File: src/rtl/ifetch_pkg.sv
// Shared types and helpers for the instruction fetch sequencer.
package ifetch_pkg;

  typedef enum logic {
    IFETCH_IDLE,
    IFETCH_VALID
  } ifetch_state_t;

  // Fold an address back to 0 once it runs past the end of a mem_size-deep memory.
  function automatic int unsigned ifetch_wrap(input int unsigned x, input int unsigned mem_size);
    return (x >= mem_size) ? 32'd0 : x;
  endfunction

endpackage

File: src/rtl/ifetch_stall_ctr.sv
// Saturating stall-cycle counter, only built when IFETCH_STALL_CNT_EN is defined.
`ifdef IFETCH_STALL_CNT_EN
module ifetch_stall_ctr #(
  parameter int W = 32
) (
  input  logic         clk,
  input  logic         rst,
  input  logic         inc,
  output logic [W-1:0] count
);

  always_ff @(posedge clk) begin
    if (rst)
      count <= '0;
    else if (inc && (count != {W{1'b1}}))
      count <= count + 1'b1;
  end

endmodule
`endif

File: src/rtl/inst_fetch_ctrl.sv
// PC sequencer for a 1-cycle-latency instruction memory with valid/ready output and redirect.
// Optional: IFETCH_STALL_CNT_EN adds a saturating stall_cycles counter port.
module inst_fetch_ctrl
  import ifetch_pkg::*;
#(
  parameter int INST_WIDTH = 32,
  parameter int MEM_SIZE   = 16,
  parameter int RESET_PC   = 0,
  localparam int ADDR_W    = $clog2(MEM_SIZE)
) (
  input  logic                  clk,
  input  logic                  rst,
  input  logic                  en,
  input  logic                  redirect_valid,
  input  logic [ADDR_W-1:0]     redirect_pc,
  output logic                  mem_rd_en,
  output logic [ADDR_W-1:0]     mem_rd_addr,
  input  logic [INST_WIDTH-1:0] mem_instruction,
  output logic                  out_valid,
  input  logic                  out_ready,
  output logic [INST_WIDTH-1:0] out_instr,
  output logic [ADDR_W-1:0]     out_pc
`ifdef IFETCH_STALL_CNT_EN
  ,
  output logic [31:0]           stall_cycles
`endif
);

  ifetch_state_t     state, state_nxt;
  logic [ADDR_W-1:0] pc, pc_nxt;
  logic [ADDR_W-1:0] resp_pc, resp_pc_nxt;
  logic [ADDR_W-1:0] tgt;

  // Out-of-range targets only exist for non-power-of-two depths; they restart at 0.
  assign tgt = ADDR_W'(ifetch_wrap(32'(redirect_pc), MEM_SIZE));

  always_comb begin
    state_nxt   = state;
    pc_nxt      = pc;
    resp_pc_nxt = resp_pc;
    mem_rd_en   = en && !rst && (redirect_valid || (state == IFETCH_IDLE) || out_ready);
    mem_rd_addr = redirect_valid ? tgt : pc;

    if (mem_rd_en) begin
      resp_pc_nxt = mem_rd_addr;
      pc_nxt      = ADDR_W'(ifetch_wrap(32'(mem_rd_addr) + 32'd1, MEM_SIZE));
      state_nxt   = IFETCH_VALID;
    end else if (redirect_valid) begin
      // Fetch disabled: remember the target and drop whatever the memory holds.
      pc_nxt    = tgt;
      state_nxt = IFETCH_IDLE;
    end else if ((state == IFETCH_VALID) && out_ready) begin
      state_nxt = IFETCH_IDLE;
    end
  end

  always_ff @(posedge clk) begin
    if (rst) begin
      state   <= IFETCH_IDLE;
      pc      <= ADDR_W'(RESET_PC);
      resp_pc <= '0;
    end else begin
      state   <= state_nxt;
      pc      <= pc_nxt;
      resp_pc <= resp_pc_nxt;
    end
  end

  // The memory output register is the holding buffer; a stall simply stops re-reading it.
  assign out_valid = (state == IFETCH_VALID) && !redirect_valid;
  assign out_pc    = resp_pc;
  assign out_instr = out_valid ? mem_instruction : '0;

`ifdef IFETCH_STALL_CNT_EN
  ifetch_stall_ctr #(.W(32)) u_stall_ctr (
    .clk   (clk),
    .rst   (rst),
    .inc   (out_valid && !out_ready),
    .count (stall_cycles)
  );
`endif

endmodule
File: config.mk
export PLATFORM = sky130hd
export DESIGN_NAME = inst_fetch_ctrl
export DESIGN_NICKNAME = d
export VERILOG_FILES = /design/src/rtl/ifetch_pkg.sv /design/src/rtl/ifetch_stall_ctr.sv /design/src/rtl/inst_fetch_ctrl.sv
export SDC_FILE = /design/constraint.sdc
export NUM_CORES = 1
export LEC_CHECK = 0
export ABC_AREA = 1
export CAP_MARGIN = 20
export CORE_ASPECT_RATIO = 1.1
export CORE_MARGIN = 2
export CORE_UTILIZATION = 27
export CTS_CLUSTER_SIZE = 14
export DETAILED_ROUTE_END_ITERATION = 10
export GPL_TIMING_DRIVEN = 0
export PLACE_DENSITY = 0.8
export SLEW_MARGIN = 40
export SYNTH_ARGS = -nofsm -noshare
export SYNTH_HDL_FRONTEND = slang
export SYNTH_SLANG_ARGS = --single-unit
File: constraint.sdc
create_clock -name clk -period 1.3 [get_ports clk]
set_input_delay 0.13 -clock clk [delete_from_list [all_inputs] [get_ports clk]]
set_output_delay 0.13 -clock clk [all_outputs]
set_load 0.02 [all_outputs]
### Word level (Yosys, flattened, before mapping)

Index checks and enable logic that the tools add are counted.

* bits in registers: 9
* input bits: 41
* output and inout port bits: 42
* word-level logic and storage cells: 22

* add/subtract/negate cells: 1
* magnitude comparators: 1
* muxes and demuxes: 7
* bitwise operators: 1
* reductions and logical operators: 9

Operators with widths (count)
* 2-to-1 mux 32 bit: 1
* 2-to-1 mux 4 bit: 3
* adder 4 x 1 -> 5 bit (second input constant): 1
* greater-or-equal comparator 5 bit (second input constant): 1
* logical AND 1 bit: 4
* 2-to-1 mux 1 bit: 3
* nonzero test 3 bit: 1
* zero test 1 bit: 2
* logical OR 1 bit: 2
* inverter 1 bit: 1

### Longest topological paths before layout

* depth after elaboration: 5
* mapped depth: 9
* depth with buffers taken out: 9

### Worst setup path after synthesis

OpenSTA, ideal clock, no wires.

* kind: flip-flop to flip-flop
* start point: register pc[0]
* end point: register pc[3]
* setup time: 0.113 ns
* arrival: 0.989 ns
* data required time: 1.187 ns
* slack: 0.198 ns
* cell stages (with the launch flop): 9
* path buffers: 0
* clock period less this slack: 1.102 ns
* cells stage by stage: dfxtp_1 > nand2_2 > nand2_2 > ha_1 > nand2_1 > nor2_1 > nor2_2 > nand2_1 > nor2_1

* cells in the longest elaborated chain, start to end: 5

RTL lines
* start: declaration: line inst_fetch_ctrl.sv:30 `logic [ADDR_W-1:0] pc, pc_nxt;`
* start signal: assignment: line inst_fetch_ctrl.sv:60 `pc <= ADDR_W'(RESET_PC);`
* start signal: assignment: line inst_fetch_ctrl.sv:64 `pc <= pc_nxt;`
* 2-to-1 mux 4 bit (*)
* named net mem_rd_addr[0]: line inst_fetch_ctrl.sv:17 `output logic [ADDR_W-1:0] mem_rd_addr,`
* adder 4 x 1 -> 5 bit (*): line inst_fetch_ctrl.sv:46 `pc_nxt = ADDR_W'(ifetch_wrap(32'(mem_rd_addr) + 32'd1, MEM_SIZE));`
* greater-or-equal comparator 5 bit: line ifetch_pkg.sv:11 `return (x >= mem_size) ? 32'd0 : x;`
* 2-to-1 mux 4 bit (*): line ifetch_pkg.sv:11
* 2-to-1 mux 4 bit (*): line inst_fetch_ctrl.sv:44 `if (mem_rd_en) begin`

Mark *: on every way through the listed nets, which the timed path passes. The rest lies on a longest branch.
A chain may end at the register's enable or synchronous reset.

### Worst setup path in the final report

* start point: register state
* end point: output out_instr[30]

* cells in the longest elaborated chain, start to end: 2

RTL lines
* start: declaration: line inst_fetch_ctrl.sv:29 `ifetch_state_t state, state_nxt;`
* start signal: assignment: line inst_fetch_ctrl.sv:63 `state <= state_nxt;`
* logical AND 1 bit: line inst_fetch_ctrl.sv:70 `assign out_valid = (state == IFETCH_VALID) && !redirect_valid;`
* 2-to-1 mux 32 bit: line inst_fetch_ctrl.sv:72 `assign out_instr = out_valid ? mem_instruction : '0;`
* end: declaration: line inst_fetch_ctrl.sv:21 `output logic [INST_WIDTH-1:0] out_instr,`

Every way passes these cells.

==> impl_metrics.json <==
{
  "clock_skew_ns": 0.00339,
  "place_area_mm2": 0.00159,
  "irDropWorstVdd_mv": 0.744,
  "cp_top_family": "flip-flops",
  "drt_iter0_markers": 10,
  "netlist_instances": 129,
  "cp_num_buf_inv": 1,
  "ios": 83,
  "dp.cells": 242,
  "ctsHoldBuffers": 0,
  "outcome": "completed",
  "cp-start-kind": "register",
  "hold_viol": 0,
  "grt_overflow": 0,
  "multi_input_area_um2": 393,
  "syn-cell-area_um2": 728,
  "area_growth_pct": 108,
  "port_buffers": 82,
  "wire_per_inst_um": 10.6,
  "numClockSinks": 9,
  "grt_pass1_vias": 972,
  "p_leak_nw": 0.910,
  "rows": 19,
  "setup_violations": 0,
  "ant_nets": 0,
  "final_core_util_pct": 60.0,
  "period_needed_ns": 1.25,
  "ys_async_sr_fraction_pct": 0,
  "place_hpwl_um": 2210,
  "dpl_worst_slack_ns": -0.736,
  "cp.required_ns": 1.17,
  "synthFlopType": "dfxtp_1",
  "vias": 1055,
  "grt_max_degree": 11,
  "finalNonFillerCells": 250,
  "p_per_area_mw_per_mm2": 598,
  "antenna_found_initial": 0,
  "yosys-top-cells-count": "inv_1 (38), nor2_1 (35), nand2_1 (17)",
  "yosysTopAreaCell": "dfxtp_1",
  "worstSkewPairLatency_ns": 0.26,
  "synth.ff_latch_count": 9,
  "max_stage_delay_ns": 0.37,
  "htreeDepth": 1,
  "critPathArrivalTime_ns": 1.12,
  "cp-end-kind": "primary output",
  "fillers": 270,
  "wirelength_um": 2640,
  "slew_violations": 0,
  "finalCritPeriodShare_pct": 96.5,
  "slowest_stage": "dfxtp_4",
  "crit_chain": "nand2_4 -> nor2_1 -> clkdlybuf4s15_1",
  "worst_slew_pin_slew_ns": 0.298,
  "coreArea_mm2": 0.00252,
  "netlist.area_leader.share_pct": 24.7,
  "clk_pin_slew_ns": 0.06,
  "cap_violations": 0,
  "seq_area_um2": 184,
  "syn_nets": 171,
  "n_antenna_cell": 0,
  "drive_gt1_share_pct": 29.7,
  "cts_root_buf": "clkbuf_4",
  "hp-class": "in -> reg",
  "avgSynthCellArea_um2": 5.64,
  "ys_types": 17,
  "cts_made_buffers": 3,
  "synth_area_leaders": "dfxtp_1 (25%), inv_1 (20%), nor2_1 (18%)",
  "gp_congestion": 0.720,
  "die_w_um": 53.5,
  "via_per_inst": 4.22,
  "path_class": "reg -> out",
  "cts_tree": "yes",
  "yosysMostFrequentCell": "inv_1",
  "grt.total_usage_pct": 16.6,
  "clk_path_buf_depth": 2,
  "die_area_mm2": 0.00313,
  "stdcell_area_mm2": 0.00151,
  "relSlewSlack_pct": 80.1,
  "initial_core_util_pct": 28.9,
  "die_h_um": 58.5,
  "worstPathMaxFanout": 6,
  "remaining_drc_errors": 0,
  "ys.warnings.count": 0,
  "dr.pass1.iters": 4,
  "nets": 262,
  "fin_ws_ns": 0.0455,
  "synth-edff-count": 0,
  "grt_pass1_wl_um": 3950,
  "seq_area_frac_synth_pct": 24.7,
  "fmax_ghz": 0.797
}
[layer usage]
layer | vias to the layer above | wire length [um] | share of wire, % | GRT usage, %
met5 | - | 0 | 0 | 0
li1 | 546 | - | - | -
met2 | 57 | 1330 | 50 | 33.2
met4 | 0 | 16 | 0.61 | 4.40
met1 | 449 | 918 | 35 | 14.6
met3 | 3 | 382 | 14 | 6.85
[cell families after synthesis]
family / count (synthesis) / share of synthesized area, %
simple gates: 68 / 44.0
compound gates: 8 / 6.19
fa+ha+maj: 1 / 1.72
flops: 9 / 24.7
buf+inv: 43 / 23.4
[where the power goes]
| group | switching (mW) | internal [mW] | total [mW] |
|---|---|---|---|
| clock network | 0.0954 | 0.118 | 0.214 |
| registers | 0.00860 | 0.293 | 0.302 |
| logic | 0.191 | 0.198 | 0.389 |
| total | 0.295 | 0.610 | 0.905 |
[stage by stage]
step | TNS (ns) | power, mW | hold WS [ns]
after global routing | -0.00635 | 0.960 | 0.362
final | 0 | 0.905 | 0.361
after CTS | -0.00875 | 0.902 | 0.340
after detailed placement | -25.69 | 0.720 | 0.461
after global placement | -25.57 | 0.715 | 0.456
after floorplan | 0 | 0.484 | 0.199
[final timing paths]
check / slack [ns] / depth (start not counted) / to / from
setup / recovery: 0.05 / 3 / out_instr[30] / state$_SDFFE_PP0P_
setup reg to reg: 0.21 / 5 / out_pc[0]$_SDFFE_PP0P_ / state$_SDFFE_PP0P_
hold / removal: 0.36 / 2 / pc[0]$_SDFF_PP0_ / rst
hold reg to reg: 0.47 / 2 / out_pc[3]$_SDFFE_PP0P_ / out_pc[3]$_SDFFE_PP0P_
[placed cells by master, fill, tap and decap left out, types with 2 or more instances in the layout]
cell type,netlist,final
clkbuf_4,0,3
a21oi_1,5,5
dfxtp_1,9,8
clkdlybuf4s50_1,0,38
buf_6,0,4
clkbuf_2,0,6
dlygate4sd2_1,0,6
nand2_4,2,3
nand3_1,3,3
inv_1,38,38
nand3_2,2,2
nand2_1,17,16
buf_2,3,23
nor2_2,3,2
buf_4,0,11
nor2_1,35,35
o21ai_0,2,2
nand2_2,5,5
[state kept, by name, summed over array words and instances (netlist names)]
| signal | flops |
|---|---|
| out_pc | 4 |
| pc | 4 |
| state | 1 |
[timing repair]
item / CTS / global route
setup buffers: 1 / 3
setup endpoints to repair: 44 / 39
pin swaps: 0 / 2
resized for setup: 149 / 22
endpoints found under the hold margin: 0 / 0
[layout make-up]
type,instances,area share [%]
Sequential cell,9,12.2
Tap cell,31,2.56
Timing Repair Buffer,86,45.1
Inverter,40,10.3
Buffer,3,2.23
Multi-Input combinational cell,77,26.0
Clock buffer,4,1.74
Power figures use the tool's default switching activity.
